File: src/rtl/axil_pkg.sv
// axil_pkg
//   Shared definitions for the AXI4-Lite command master and its helpers:
//   default channel widths, the AXI response codes used on bresp/rresp, the
//   local timeout response code, and the master FSM state encoding.
package axil_pkg;

  localparam int AXIL_DATA_WIDTH = 32;
  localparam int AXIL_ADDR_WIDTH = 8;
  localparam int AXIL_RESP_WIDTH = 3;

  localparam logic [AXIL_RESP_WIDTH-1:0] RESP_OKAY    = 3'd0;
  localparam logic [AXIL_RESP_WIDTH-1:0] RESP_SLVERR  = 3'd2;
  localparam logic [AXIL_RESP_WIDTH-1:0] RESP_DECERR  = 3'd3;
  localparam logic [AXIL_RESP_WIDTH-1:0] RESP_TIMEOUT = 3'b111;

  typedef enum logic [2:0] {
    S_IDLE    = 3'd0,
    S_WR_AW_W = 3'd1,
    S_WR_B    = 3'd2,
    S_RD_AR   = 3'd3,
    S_RD_R    = 3'd4,
    S_RSP     = 3'd5
  } axil_state_e;

endpackage

File: src/rtl/axil_timeout_ctr.sv
// axil_timeout_ctr
//   Wait-cycle counter for response phases. Cleared by clr_i, counts each
//   cycle en_i is high, and flags expire_o during the cycle in which the
//   count has reached TIMEOUT_CYCLES-1 (the last cycle the caller may wait).
//   TIMEOUT_CYCLES = 0 disables expiry entirely.
// Ports:
//   clk_i     clock, rising edge
//   srst_i    synchronous active-high reset
//   clr_i     restart the count at 0 on the next edge
//   en_i      caller is waiting this cycle
//   expire_o  wait budget used up this cycle
module axil_timeout_ctr #(
  parameter int TIMEOUT_CYCLES = 256
) (
  input  logic clk_i,
  input  logic srst_i,
  input  logic clr_i,
  input  logic en_i,
  output logic expire_o
);

  localparam int CW = (TIMEOUT_CYCLES > 1) ? $clog2(TIMEOUT_CYCLES) : 1;
  localparam logic [CW-1:0] LAST = CW'((TIMEOUT_CYCLES > 0) ? (TIMEOUT_CYCLES - 1) : 0);
  localparam bit ENABLED = (TIMEOUT_CYCLES > 0);

  logic [CW-1:0] cnt_q, cnt_d;
  logic          at_last;

  assign at_last = (cnt_q == LAST);

  // Count holds at LAST so it never wraps if the caller keeps waiting.
  always_comb begin
    cnt_d = cnt_q;
    if (clr_i) begin
      cnt_d = '0;
    end else if (en_i && !at_last) begin
      cnt_d = cnt_q + CW'(1);
    end
  end

  always_ff @(posedge clk_i) begin
    if (srst_i) begin
      cnt_q <= '0;
    end else begin
      cnt_q <= cnt_d;
    end
  end

  assign expire_o = ENABLED && en_i && !clr_i && at_last;

endmodule

File: src/rtl/axil_cmd_master.sv
// axil_cmd_master
//   Turns a single-outstanding command/response stream into AXI4-Lite
//   master transactions on the m3_axi_* port set. One transaction in
//   flight; B and R waits are bounded by a timeout that returns
//   RESP_TIMEOUT (all ones) instead of hanging the command source.
//   Every AXI and rsp output comes straight from a register.
// Ports:
//   m3_axi_aclk / m3_axi_areset   clock, synchronous active-high reset
//   cmd_valid/ready/we/addr/wdata/wstrb   command in
//   rsp_valid/ready/we/rdata/resp         response out
//   m3_axi_aw*, m3_axi_w*, m3_axi_b*      write channels
//   m3_axi_ar*, m3_axi_r*                 read channels
module axil_cmd_master
  import axil_pkg::*;
#(
  parameter int DATA_WIDTH     = AXIL_DATA_WIDTH,
  parameter int ADDR_WIDTH     = AXIL_ADDR_WIDTH,
  parameter int RESP_WIDTH     = AXIL_RESP_WIDTH,
  parameter int TIMEOUT_CYCLES = 256
) (
  input  logic                    m3_axi_aclk,
  input  logic                    m3_axi_areset,
  input  logic                    cmd_valid,
  output logic                    cmd_ready,
  input  logic                    cmd_we,
  input  logic [ADDR_WIDTH-1:0]   cmd_addr,
  input  logic [DATA_WIDTH-1:0]   cmd_wdata,
  input  logic [DATA_WIDTH/8-1:0] cmd_wstrb,
  output logic                    rsp_valid,
  input  logic                    rsp_ready,
  output logic                    rsp_we,
  output logic [DATA_WIDTH-1:0]   rsp_rdata,
  output logic [RESP_WIDTH-1:0]   rsp_resp,
  output logic [ADDR_WIDTH-1:0]   m3_axi_awaddr,
  output logic                    m3_axi_awvalid,
  input  logic                    m3_axi_awready,
  output logic [DATA_WIDTH-1:0]   m3_axi_wdata,
  output logic [DATA_WIDTH/8-1:0] m3_axi_wstrb,
  output logic                    m3_axi_wvalid,
  input  logic                    m3_axi_wready,
  input  logic [RESP_WIDTH-1:0]   m3_axi_bresp,
  input  logic                    m3_axi_bvalid,
  output logic                    m3_axi_bready,
  output logic [ADDR_WIDTH-1:0]   m3_axi_araddr,
  output logic                    m3_axi_arvalid,
  input  logic                    m3_axi_arready,
  input  logic [DATA_WIDTH-1:0]   m3_axi_rdata,
  input  logic [RESP_WIDTH-1:0]   m3_axi_rresp,
  input  logic                    m3_axi_rvalid,
  output logic                    m3_axi_rready
);

  localparam int STRB_WIDTH = DATA_WIDTH / 8;
  localparam logic [RESP_WIDTH-1:0] RESP_TO = {RESP_WIDTH{1'b1}};

  axil_state_e           state_q, state_d;
  logic                  cmd_ready_q, cmd_ready_d;
  logic                  we_q, we_d;
  logic [ADDR_WIDTH-1:0] addr_q, addr_d;
  logic [DATA_WIDTH-1:0] wdata_q, wdata_d;
  logic [STRB_WIDTH-1:0] wstrb_q, wstrb_d;
  logic                  awvalid_q, awvalid_d;
  logic                  wvalid_q, wvalid_d;
  logic                  aw_done_q, aw_done_d;
  logic                  w_done_q, w_done_d;
  logic                  bready_q, bready_d;
  logic                  arvalid_q, arvalid_d;
  logic                  rready_q, rready_d;
  logic                  rsp_valid_q, rsp_valid_d;
  logic [DATA_WIDTH-1:0] rsp_rdata_q, rsp_rdata_d;
  logic [RESP_WIDTH-1:0] rsp_resp_q, rsp_resp_d;

  logic ctr_clr, ctr_en, ctr_expire;
  logic aw_hs, w_hs, aw_fin, w_fin;

  assign aw_hs  = awvalid_q && m3_axi_awready;
  assign w_hs   = wvalid_q && m3_axi_wready;
  assign aw_fin = aw_done_q || aw_hs;
  assign w_fin  = w_done_q || w_hs;
  assign ctr_en = (state_q == S_WR_B) || (state_q == S_RD_R);

  axil_timeout_ctr #(
    .TIMEOUT_CYCLES(TIMEOUT_CYCLES)
  ) u_timeout (
    .clk_i   (m3_axi_aclk),
    .srst_i  (m3_axi_areset),
    .clr_i   (ctr_clr),
    .en_i    (ctr_en),
    .expire_o(ctr_expire)
  );

  always_comb begin
    state_d     = state_q;
    cmd_ready_d = cmd_ready_q;
    we_d        = we_q;
    addr_d      = addr_q;
    wdata_d     = wdata_q;
    wstrb_d     = wstrb_q;
    awvalid_d   = awvalid_q;
    wvalid_d    = wvalid_q;
    aw_done_d   = aw_done_q;
    w_done_d    = w_done_q;
    bready_d    = bready_q;
    arvalid_d   = arvalid_q;
    rready_d    = rready_q;
    rsp_valid_d = rsp_valid_q;
    rsp_rdata_d = rsp_rdata_q;
    rsp_resp_d  = rsp_resp_q;
    ctr_clr     = 1'b0;

    case (state_q)
      S_IDLE: begin
        if (cmd_valid && cmd_ready_q) begin
          cmd_ready_d = 1'b0;
          we_d        = cmd_we;
          addr_d      = cmd_addr;
          wdata_d     = cmd_wdata;
          wstrb_d     = cmd_wstrb;
          aw_done_d   = 1'b0;
          w_done_d    = 1'b0;
          state_d     = cmd_we ? S_WR_AW_W : S_RD_AR;
        end
      end

      S_WR_AW_W: begin
        // A channel not yet raised (valid low, not done) is raised here;
        // a raised one holds until its own ready and then stays low.
        awvalid_d = awvalid_q ? !m3_axi_awready : !aw_done_q;
        wvalid_d  = wvalid_q  ? !m3_axi_wready  : !w_done_q;
        if (aw_hs) aw_done_d = 1'b1;
        if (w_hs)  w_done_d  = 1'b1;
        if (aw_fin && w_fin) begin
          awvalid_d = 1'b0;
          wvalid_d  = 1'b0;
          bready_d  = 1'b1;
          ctr_clr   = 1'b1;
          state_d   = S_WR_B;
        end
      end

      S_WR_B: begin
        // A B handshake in the expiry cycle takes priority over the timeout.
        if (bready_q && m3_axi_bvalid) begin
          bready_d    = 1'b0;
          rsp_resp_d  = m3_axi_bresp;
          rsp_rdata_d = '0;
          state_d     = S_RSP;
        end else if (ctr_expire) begin
          bready_d    = 1'b0;
          rsp_resp_d  = RESP_TO;
          rsp_rdata_d = '0;
          state_d     = S_RSP;
        end
      end

      S_RD_AR: begin
        arvalid_d = arvalid_q ? !m3_axi_arready : 1'b1;
        if (arvalid_q && m3_axi_arready) begin
          rready_d = 1'b1;
          ctr_clr  = 1'b1;
          state_d  = S_RD_R;
        end
      end

      S_RD_R: begin
        if (rready_q && m3_axi_rvalid) begin
          rready_d    = 1'b0;
          rsp_rdata_d = m3_axi_rdata;
          rsp_resp_d  = m3_axi_rresp;
          state_d     = S_RSP;
        end else if (ctr_expire) begin
          rready_d    = 1'b0;
          rsp_rdata_d = '0;
          rsp_resp_d  = RESP_TO;
          state_d     = S_RSP;
        end
      end

      S_RSP: begin
        if (!rsp_valid_q) begin
          rsp_valid_d = 1'b1;
        end else if (rsp_ready) begin
          rsp_valid_d = 1'b0;
          cmd_ready_d = 1'b1;
          state_d     = S_IDLE;
        end
      end

      default: begin
        state_d     = S_IDLE;
        cmd_ready_d = 1'b1;
      end
    endcase
  end

  always_ff @(posedge m3_axi_aclk) begin
    if (m3_axi_areset) begin
      state_q     <= S_IDLE;
      cmd_ready_q <= 1'b1;
      we_q        <= 1'b0;
      addr_q      <= '0;
      wdata_q     <= '0;
      wstrb_q     <= '0;
      awvalid_q   <= 1'b0;
      wvalid_q    <= 1'b0;
      aw_done_q   <= 1'b0;
      w_done_q    <= 1'b0;
      bready_q    <= 1'b0;
      arvalid_q   <= 1'b0;
      rready_q    <= 1'b0;
      rsp_valid_q <= 1'b0;
      rsp_rdata_q <= '0;
      rsp_resp_q  <= '0;
    end else begin
      state_q     <= state_d;
      cmd_ready_q <= cmd_ready_d;
      we_q        <= we_d;
      addr_q      <= addr_d;
      wdata_q     <= wdata_d;
      wstrb_q     <= wstrb_d;
      awvalid_q   <= awvalid_d;
      wvalid_q    <= wvalid_d;
      aw_done_q   <= aw_done_d;
      w_done_q    <= w_done_d;
      bready_q    <= bready_d;
      arvalid_q   <= arvalid_d;
      rready_q    <= rready_d;
      rsp_valid_q <= rsp_valid_d;
      rsp_rdata_q <= rsp_rdata_d;
      rsp_resp_q  <= rsp_resp_d;
    end
  end

  // One address register serves both AW and AR; only one is ever valid.
  assign cmd_ready      = cmd_ready_q;
  assign rsp_valid      = rsp_valid_q;
  assign rsp_we         = we_q;
  assign rsp_rdata      = rsp_rdata_q;
  assign rsp_resp       = rsp_resp_q;
  assign m3_axi_awaddr  = addr_q;
  assign m3_axi_awvalid = awvalid_q;
  assign m3_axi_wdata   = wdata_q;
  assign m3_axi_wstrb   = wstrb_q;
  assign m3_axi_wvalid  = wvalid_q;
  assign m3_axi_bready  = bready_q;
  assign m3_axi_araddr  = addr_q;
  assign m3_axi_arvalid = arvalid_q;
  assign m3_axi_rready  = rready_q;

endmodule

File: config.mk
export PLATFORM = sky130hd
export DESIGN_NAME = axil_cmd_master
export DESIGN_NICKNAME = d
export VERILOG_FILES = /design/src/rtl/axil_pkg.sv /design/src/rtl/axil_timeout_ctr.sv /design/src/rtl/axil_cmd_master.sv
export SDC_FILE = /design/constraint.sdc
export NUM_CORES = 1
export LEC_CHECK = 0
export ABC_CLOCK_PERIOD_IN_PS = 1900
export BUFFER_PORTS_ARGS = -buffer_cell sky130_fd_sc_hd__buf_2
export CORE_MARGIN = 2
export CORE_UTILIZATION = 46
export DETAILED_ROUTE_END_ITERATION = 16
export GPL_TIMING_DRIVEN = 0
export PLACE_DENSITY = 0.8
export SLEW_MARGIN = 30
export SYNTH_ARGS = -nofsm -noshare
export SYNTH_HDL_FRONTEND = slang
export SYNTH_SLANG_ARGS = --single-unit
File: constraint.sdc
create_clock -name m3_axi_aclk -period 1.9 [get_ports m3_axi_aclk]
set_input_delay 0.19 -clock m3_axi_aclk [delete_from_list [all_inputs] [get_ports m3_axi_aclk]]
set_output_delay 0.19 -clock m3_axi_aclk [all_outputs]
set_load 0.05 [all_outputs]
[Word level (Yosys, flattened, before mapping)]
Index checks and enable logic that the tools add are counted.
Storage, ports and cells
  output and inout port bits: 95
  logic and storage cells: 111
  bits of input ports: 92
  bits in registers: 100
Cells by class
  bitwise logic cells: 1
  reductions and logical operators: 34
  eq/ne operators: 15
  add/subtract/negate cells: 1
  mux-type cells: 43
Operators with widths (count)
  $mux W32: 3
  $pmux W32 S2: 1
  $mux W3: 11
  $mux W1: 19
  $pmux W3 S6: 1
  $ne A2 B2 Y1 const B: 7
  $reduce_and A3 Y1: 4
  $logic_and A1 B1 Y1: 10
  $pmux W1 S2: 5
  $add A8 B1 Y8 const B: 1
  $eq A8 B8 Y1 const B: 1
  $reduce_bool A2 Y1: 4
  $logic_not A1 Y1: 7
  $eq A3 B2 Y1 const B: 2
  $eq A3 B3 Y1 const B: 2
  $ne A3 B2 Y1 const B: 2
  $pmux W3 S2: 1
  $reduce_and A5 Y1: 1
  $reduce_and A4 Y1: 1
  $reduce_or A4 Y1: 1
  $eq A3 B1 Y1 const B: 1
  $logic_not A3 Y1: 1
  $logic_or A1 B1 Y1: 3
  $pmux W1 S3: 1
  4 further kinds: 4

[Longest topological paths before layout]
Gate-level depths: netlist of the first run.
  word-level depth: 11
  depth in mapped cells: 7

[Modules after synthesis]
Synthesis of the first run repeated with hierarchy kept, for this count alone.
Second synthesis, totals
  cell total of the unflattened synthesis: 429
  area, all modules: 3841.2 um2
By module, submodules not included
  axil_cmd_master: cells each 385, area each 3437.0 um2, seq. area each 1841.8 um2, instances 1
  axil_timeout_ctr: cells each 44, area each 404.1 um2, seq. area each 160.2 um2, instances 1

[Worst setup path after synthesis of the first run]
No wires, ideal clock.
  path type: reg-to-reg
  from: register arvalid_q, in the netlist m3_axi_arvalid
  to: register u_timeout.cnt_q[0]
  required time: 1.759 ns
  clock period less this slack: 1.683 ns
  cell stages (with the launch flop): 4
  arrival time: 1.542 ns
  setup slack: 0.217 ns
  path buffers: 0
  setup time: 0.141 ns
  cells stage by stage: dfxtp_1 > a21boi_0 > o41ai_2 > nor2_1
On the way
  word-level cells in the longest chain between the ends: 4
Ends and longest elaborated chain
  start: declaration: RTL line axil_cmd_master.sv:67  | logic arvalid_q, arvalid_d;
  start signal: assignment: RTL line axil_cmd_master.sv:226  | arvalid_q <= arvalid_d;
  $logic_and A1 B1 Y1: RTL line axil_cmd_master.sv:158  | if (arvalid_q && m3_axi_arready) begin
  $mux W1: RTL line axil_cmd_master.sv:158
  $pmux W1 S2: RTL line axil_cmd_master.sv:111  | case (state_q)
  $reduce_or A2 Y1 (no line)
  end signal: assignment: RTL line axil_timeout_ctr.sv:45  | cnt_q <= cnt_d;
  end: declaration: RTL line axil_timeout_ctr.sv:26  | logic [CW-1:0] cnt_q, cnt_d;
Every way passes these cells.
A chain may end at the register's enable or synchronous reset.

[Worst setup path in the final report of the first run]
  from: register state_q[1]
  to: register rsp_rdata_q[21], in the netlist rsp_rdata[21]
On the way
  word-level cells in the longest chain between the ends: 8
Ends and longest elaborated chain
  start: declaration: RTL line axil_cmd_master.sv:56  | axil_state_e state_q, state_d;
  start signal: assignment: RTL line axil_cmd_master.sv:215  | state_q <= state_d;
  $eq A3 B2 Y1 / $eq A3 B1 Y1 (equally long branches): RTL line axil_cmd_master.sv:111
  $pmux W1 S2: RTL line axil_cmd_master.sv:111
  $logic_not A1 Y1: RTL line axil_timeout_ctr.sv:49  | assign expire_o = ENABLED && en_i && !clr_i && at_last;
  $logic_and A1 B1 Y1 (2 in a row): RTL line axil_timeout_ctr.sv:49
  $mux W32
  $mux W32 (on tied branches)
  $pmux W32 S2: RTL line axil_cmd_master.sv:111
  end signal: assignment: RTL line axil_cmd_master.sv:229  | rsp_rdata_q <= rsp_rdata_d;
  end: declaration: RTL line axil_cmd_master.sv:70  | logic [DATA_WIDTH-1:0] rsp_rdata_q, rsp_rdata_d;
Several ways; a longest one is shown, not always the timed one.

==> results of run 1 <==
==> per-layer routing <==
metal  wire (µm)  up-vias  track usage [%]  part of all wire [%]
li1            -     1888                -                     -
met1        4330     1762             25.5                    42
met2        5420       87             38.5                    52
met3         468        9             4.82                   4.5
met4         112        0             8.21                   1.1
met5           0        -                0                     0
==> flip-flops by register name (all words and copies together) (netlist names) <==
signal           count
w_done_q             1
m3_axi_rready        1
m3_axi_awvalid       1
m3_axi_wdata        32
u_timeout.cnt_q      8
rsp_we               1
m3_axi_wstrb         4
rsp_rdata           32
aw_done_q            1
state_q              3
m3_axi_wvalid        1
rsp_resp             3
rsp_valid            1
cmd_ready            1
m3_axi_arvalid       1
m3_axi_araddr        8
m3_axi_bready        1
==> cells in the mapped netlist, types with 2 or more instances <==
library cell | instances | area [µm²]
o22ai_2 | 2 | 25.0
a22o_1 | 32 | 280
a211oi_2 | 2 | 25.0
buf_6 | 3 | 33.8
nand4_1 | 2 | 12.5
or3_1 | 4 | 25.0
nor3_1 | 8 | 40.0
o21ai_1 | 5 | 25.0
a21o_1 | 4 | 30.0
o21ai_0 | 9 | 45.0
buf_2 | 7 | 35.0
o211a_1 | 3 | 30.0
and3_1 | 2 | 12.5
nor2_1 | 9 | 33.8
inv_1 | 3 | 11.3
or4_1 | 2 | 15.0
nand2_1 | 103 | 387
nor2b_1 | 3 | 18.8
xor2_1 | 2 | 17.5
clkbuf_1 | 11 | 41.3
dfxtp_1 | 100 | 2000
nand3_1 | 7 | 35.0
a21boi_0 | 2 | 15.0
a31oi_1 | 2 | 12.5
nand2b_1 | 2 | 12.5
a21oi_1 | 62 | 310
buf_4 | 12 | 90.1
o31ai_1 | 3 | 22.5
a211oi_1 | 2 | 15.0
==> cell families (layout without fill, tap and decap cells) <==
kind of cell | count (synthesis) | after routing
simple gates | 152 | 152
xor+xnor | 2 | 2
fa+ha+maj | 1 | 1
mux | 1 | 1
buf+inv | 36 | 238
flops | 100 | 100
compound gates | 134 | 134
==> layout make-up <==
class	count	area, µm²
clock buffer	12	165
tap	105	131
sequential	100	2000
clock inverter	4	55.1
multi-input combinational	290	1650
fill	724	2990
inverter	3	11.3
timing repair buffer	186	931
buffer	33	203
==> repair_timing <==
action | CTS | global route
gates resized for setup | 1 | 5
hold endpoints to repair | 0 | 0
cloned | 0 | 0
setup endpoints to repair | 3 | 52
==> worst max-delay path: cells and delay by family, from the launching register on <==
kind / cells / cell delay, ns
compound gates: 3 / 0.60
flops: 1 / 0.48
simple gates: 1 / 0.46
buf+inv: 1 / 0.17
==> metrics by stage <==
stage	power [mW]	hold slack, ns	area, µm²	TNS [ns]	worst slack [ns]
2_1_floorplan	4.09	0.315	3840	0	0.217
3_3_place_gp	4.56	0.400	4900	0	0.0199
3_5_place_dp	4.62	0.406	4900	0	0.00913
4_1_cts	6.07	0.0132	5130	0	0.0409
5_1_grt	6.36	0.00910	5140	-0.0122	-0.0122
6_report	6.05	0.0313	5140	0	0.0835
==> power by group through the flow <==
stage / Clock [mW] / Sequential, mW / Combinational, mW
finish: 1.45 / 2.48 / 2.12
global route: 1.57 / 2.51 / 2.28
CTS: 1.48 / 2.47 / 2.12
detailed placement: 0 / 2.52 / 2.10
global placement: 0 / 2.51 / 2.05
floorplan: 0 / 3.14 / 0.953
==> path summary, 6_finish.rpt <==
kind / to / slack [ns] / cells past startpoint
max: rsp_rdata[21]$_SDFFE_PP0P_ / 0.08 / 5
max reg2reg: rsp_rdata[21]$_SDFFE_PP0P_ / 0.08 / 5
min: rsp_rdata[17]$_SDFFE_PP0P_ / 0.03 / 2
min reg2reg: m3_axi_wdata[18]$_SDFFE_PP0P_ / 0.45 / 2
==> impl_metrics.py, run 1 <==
metrics = {
    "outcome": {
        "status": "complete, no violations",
    },
    "clock_network": {
        "clkSinkCount": 100,
        "cts_setup_buffers": 0,
        "cts_buffers": 9,
        "h-tree-depth": 3,
        "cts-root-buf": "clkbuf_8",
        "clock_path_buffers": 2,
        "hold_buffers": 0,
        "clock_latency_ns": 0.36,
        "path_clk_slew_ns": 0.09,
        "cts_tree": "yes",
    },
    "power": {
        "p_int_mw": 3.64,
        "swShare_pct": 39.7,
        "p_sw_mw": 2.40,
        "p_comb_share_pct": 35.1,
        "p_leak_nw": 2.47,
        "seqPwrFrac_pct": 40.9,
        "powerDensity_nw_per_um2": 1180,
        "irDropWorstVdd_uv": 432,
        "clockPowerShare_pct": 24.0,
    },
    "critical_path": {
        "timing.rr.start": "state_q[1]$_SDFFE_PP0P_",
        "cpMaxStageDelayCell": "dfxtp_1",
        "crit_arrival_ns": 2.07,
        "cp_max_fo": 10,
        "crit_type": "reg2reg",
        "start_kind": "flop",
        "crit_path_start": "state_q[1]$_SDFFE_PP0P_",
        "critPathCaptureType": "flop",
        "cp.required_ns": 2.15,
        "max_stage_delay_ns": 0.48,
        "crit_chain": "or3b_4 -> o22ai_2 -> a211oi_4 -> buf_6 -> a22o_1",
    },
    "logic_synthesis": {
        "synthAdderAreaFrac_pct": 0.326,
        "yosys_warnings": 0,
        "synth_top_family_by_area": "compound AO/OA/AOI/OAI gates",
        "muxShareOfSynthArea_pct": 0.261,
        "synth_compound_area_share_pct": 23.3,
        "ys_seq_area_share_pct": 52.1,
        "ys_ff_latch": 100,
        "synth-xor-area-share_pct": 0.456,
        "synth_cell_types": 47,
        "synth_edf_count": 0,
        "syn-cell-area_um2": 3840,
        "synth_nets": 519,
        "netlist_instances": 426,
        "syn-mean-instance-area_um2": 9.01,
        "synth_flop_cell": "dfxtp_1",
        "synth-simple-area-share_pct": 18.1,
        "ys_async_sr_fraction_pct": 0,
    },
    "grt": {
        "antenna_found_initial": 0,
        "grt_max_degree": 17,
        "track_usage_pct": 21.7,
        "grt_pass1_vias": 3341,
        "grt_pass1_wl_mm": 15.5,
        "overflow": 0,
    },
    "drt": {
        "avgViaCountPerCell": 5.11,
        "drt_iter0_drc": 153,
        "drt_wl_total_mm": 10.3,
        "drt.antenna.violating_nets": 0,
        "firstDrtPassIters": 4,
        "wire_per_inst_um": 14.1,
        "drc_errors": 0,
        "vias": 3746,
    },
    "floorplan": {
        "die_h_um": 95.4,
        "ios": 187,
        "die_w_um": 95.4,
        "coreArea_um2": 8130,
        "dieArea_um2": 9090,
        "initial_utilization_pct": 47.2,
        "rows": 33,
    },
    "sta": {
        "worst_slew_pin_slew_ns": 0.577,
        "rsz0062_at_grt": "yes",
        "period_minus_slack_ns": 1.82,
        "fin_skew_ns": 0.0102,
        "hold_viol_final": 0,
        "setup_violations": 0,
        "period_share_pct": 95.6,
        "slew_headroom_pct": 61.5,
        "fmaxAchievable_ghz": 0.551,
        "slew_viol_final": 0,
    },
    "finish": {
        "final_cells": 733,
        "final_cell_mix": "193 x buf_2, 103 x nand2_1, 100 x dfxtp_1",
        "drive_above_1_share_pct": 37.7,
        "nNetsFinal": 716,
        "diodes": 0,
        "syn_to_final_growth_pct": 34.0,
        "final_common_cell": "buf_2",
        "utilization_pct": 63.2,
    },
    "place": {
        "place_congestion": 0.844,
        "place_inst": 717,
        "dp_hpwl_mm": 7.75,
        "io_buffers": 186,
    },
    "hold_path": {
        "min-delay-start": "m3_axi_rdata[17]",
        "hold_path_class": "in2reg",
    },
    "run": {
        "cap_violations": 0,
    },
}
(Power assumes the default switching activity.)
==> run 2, diff against run 1 <==
--- a/config.mk
+++ b/config.mk
@@ -5,13 +5,14 @@
 export SDC_FILE = /design/constraint.sdc
 export NUM_CORES = 1
 export LEC_CHECK = 0
-export ABC_CLOCK_PERIOD_IN_PS = 1900
+export ABC_CLOCK_PERIOD_IN_PS = 2300
 export BUFFER_PORTS_ARGS = -buffer_cell sky130_fd_sc_hd__buf_2
+export CORE_ASPECT_RATIO = 0.8
 export CORE_MARGIN = 2
-export CORE_UTILIZATION = 46
+export CORE_UTILIZATION = 49
 export DETAILED_ROUTE_END_ITERATION = 16
 export GPL_TIMING_DRIVEN = 0
-export PLACE_DENSITY = 0.8
+export PLACE_DENSITY = 0.84
 export SLEW_MARGIN = 30
 export SYNTH_ARGS = -nofsm -noshare
 export SYNTH_HDL_FRONTEND = slang
==> constraint.sdc (replaced) <==
create_clock -name m3_axi_aclk -period 2.3 [get_ports m3_axi_aclk]
set_input_delay 0.23 -clock m3_axi_aclk [delete_from_list [all_inputs] [get_ports m3_axi_aclk]]
set_output_delay 0.23 -clock m3_axi_aclk [all_outputs]
set_load 0.05 [all_outputs]
==> impl_metrics.py, run 2 (same netlist as run 1, synthesis figures left out) <==
metrics = {
    "sta": {
        "timing.final.ws_setup_ns": 0.364,
        "fin_hold_ws_ns": 0.0738,
        "tns_ns": 0,
        "fin_skew_ns": 0.0114,
        "period_minus_slack_ns": 1.94,
        "fmaxAchievable_ghz": 0.517,
        "hold_viol_final": 0,
        "slew_viol_final": 0,
        "setup_violations": 0,
        "slew_headroom_pct": 46.2,
        "worst_slew_pin_slew_ns": 0.799,
        "period_share_pct": 84.2,
        "rsz0062_at_grt": "no",
    },
    "clock_network": {
        "ctsResizeCount": 0,
        "cts-root-buf": "clkbuf_8",
        "clock_latency_ns": 0.36,
        "cts_buffers": 9,
        "hold_buffers": 0,
        "path_clk_slew_ns": 0.10,
        "h-tree-depth": 3,
        "cts_setup_buffers": 0,
        "clock_path_buffers": 2,
        "clkSinkCount": 100,
        "cts_tree": "yes",
    },
    "critical_path": {
        "cpMaxStageDelayCell": "o41ai_2",
        "timing.rr.start": "state_q[1]$_SDFFE_PP0P_",
        "start_kind": "flop",
        "crit_chain": "clkbuf_1 -> a211oi_1 -> o41ai_2 -> nor2_1",
        "crit_arrival_ns": 2.15,
        "crit_type": "reg2reg",
        "reg2reg_depth": 4,
        "max_stage_delay_ns": 0.66,
        "cp.required_ns": 2.51,
        "r2r_slack_ns": 0.36,
        "r2r-end": "u_timeout.cnt_q[2]$_SDFFE_PP0P_",
        "critPathTopFamily": "compound AO/OA/AOI/OAI gates",
        "crit_buf_inv": 1,
        "cp_max_fo": 10,
        "critPathCaptureType": "flop",
    },
    "grt": {
        "grt_pass1_wl_mm": 16.3,
        "grt_max_degree": 19,
        "antenna_found_initial": 0,
        "track_usage_pct": 23.6,
        "grt_pass1_vias": 3624,
        "overflow": 0,
    },
    "drt": {
        "avgViaCountPerCell": 5.24,
        "firstDrtPassIters": 5,
        "drt_iter0_drc": 175,
        "detailroute.wirelength.met2_mm": 5.01,
        "met1_length_mm": 4.10,
        "drc_errors": 0,
        "top_layer": "met4",
        "drt_wl_total_mm": 10.2,
        "vias": 3843,
        "wire_per_inst_um": 13.9,
        "drt.antenna.violating_nets": 0,
        "route.met3.wl_um": 962,
    },
    "finish": {
        "final_common_cell": "buf_2",
        "drive_above_1_share_pct": 37.4,
        "final_cell_mix": "193 x buf_2, 103 x nand2_1, 100 x dfxtp_1",
        "diodes": 0,
        "utilization_pct": 67.8,
        "fill_cells": 637,
        "final_cells": 733,
        "nNetsFinal": 716,
        "syn_to_final_growth_pct": 32.4,
    },
    "floorplan": {
        "dieArea_um2": 8570,
        "ios": 187,
        "initial_utilization_pct": 51.2,
        "die_h_um": 83.2,
        "die_w_um": 103,
        "rows": 28,
        "coreArea_um2": 7500,
    },
    "hold_path": {
        "min-delay-start": "m3_axi_rdata[0]",
        "hold_path_class": "in2reg",
        "whs_endpoint": "rsp_rdata[0]$_SDFFE_PP0P_",
        "worstHoldPathCells": 2,
    },
    "power": {
        "irDropWorstVdd_uv": 407,
        "p_leak_nw": 2.44,
        "powerDensity_nw_per_um2": 948,
    },
    "run": {
        "cap_violations": 0,
    },
    "outcome": {
        "status": "complete, no violations",
    },
    "place": {
        "place_inst": 717,
        "place_congestion": 0.906,
        "place_ws_ns": 0.397,
        "io_buffers": 186,
        "dp_hpwl_mm": 7.72,
    },
}
## run 2: worst reg2reg max path: stages, from the launching register on
cell and delay [ns]:
dfxtp_1 0.49, clkbuf_1 0.36, a211oi_1 0.15, o41ai_2 0.67
nor2_1 0.13
## run 2: area by class of cell
cell class	count	area [µm²]	area share [%]
sequential	100	2000	39.4
timing repair buffer	186	931	18.3
multi-input combinational	290	1630	32.0
clock buffer	9	124	2.44
buffer	33	200	3.94
clock inverter	7	56.3	1.11
tap	105	131	2.58
inverter	3	11.3	0.222
## run 2: worst max-delay path by stage
stage,to,from,slack [ns],depth (start not counted)
after floorplan,u_timeout.cnt_q[0]$_SDFFE_PP0P_,m3_axi_arvalid$_SDFFE_PP0P_,0.62,3
after global placement,m3_axi_wstrb[1]$_SDFFE_PP0P_,state_q[2]$_SDFFE_PP0P_,0.48,5
after detailed placement,u_timeout.cnt_q[2]$_SDFFE_PP0P_,state_q[1]$_SDFFE_PP0P_,0.40,4
after CTS,u_timeout.cnt_q[2]$_SDFFE_PP0P_,state_q[1]$_SDFFE_PP0P_,0.36,4
after global routing,m3_axi_wdata[13]$_SDFFE_PP0P_,state_q[2]$_SDFFE_PP0P_,0.22,5
final,u_timeout.cnt_q[2]$_SDFFE_PP0P_,state_q[1]$_SDFFE_PP0P_,0.36,4
## run 2: routing by layer
metal	up-vias	track usage, %
met5	-	0
met4	0	7.89
met3	13	7.66
met2	188	40.0
met1	1752	28.0
li1	1890	-
## run 2: power by group
| part | internal [mW] | leakage (nW) | total (mW) | switching, mW |
|---|---|---|---|---|
| combinational | 0.496 | 1.53 | 1.74 | 1.25 |
| clock | 0.409 | 0.0959 | 1.03 | 0.622 |
| sequential | 1.91 | 0.812 | 2.04 | 0.132 |
| total | 2.82 | 2.44 | 4.82 | 2.00 |
## run 2: metrics by stage
| step | cell area (µm²) | total power [mW] |
|---|---|---|
| after floorplan | 3840 | 3.38 |
| after global placement | 4900 | 3.77 |
| after detailed placement | 4900 | 3.83 |
| after CTS | 5080 | 4.85 |
| after global routing | 5080 | 5.10 |
| final | 5080 | 4.82 |
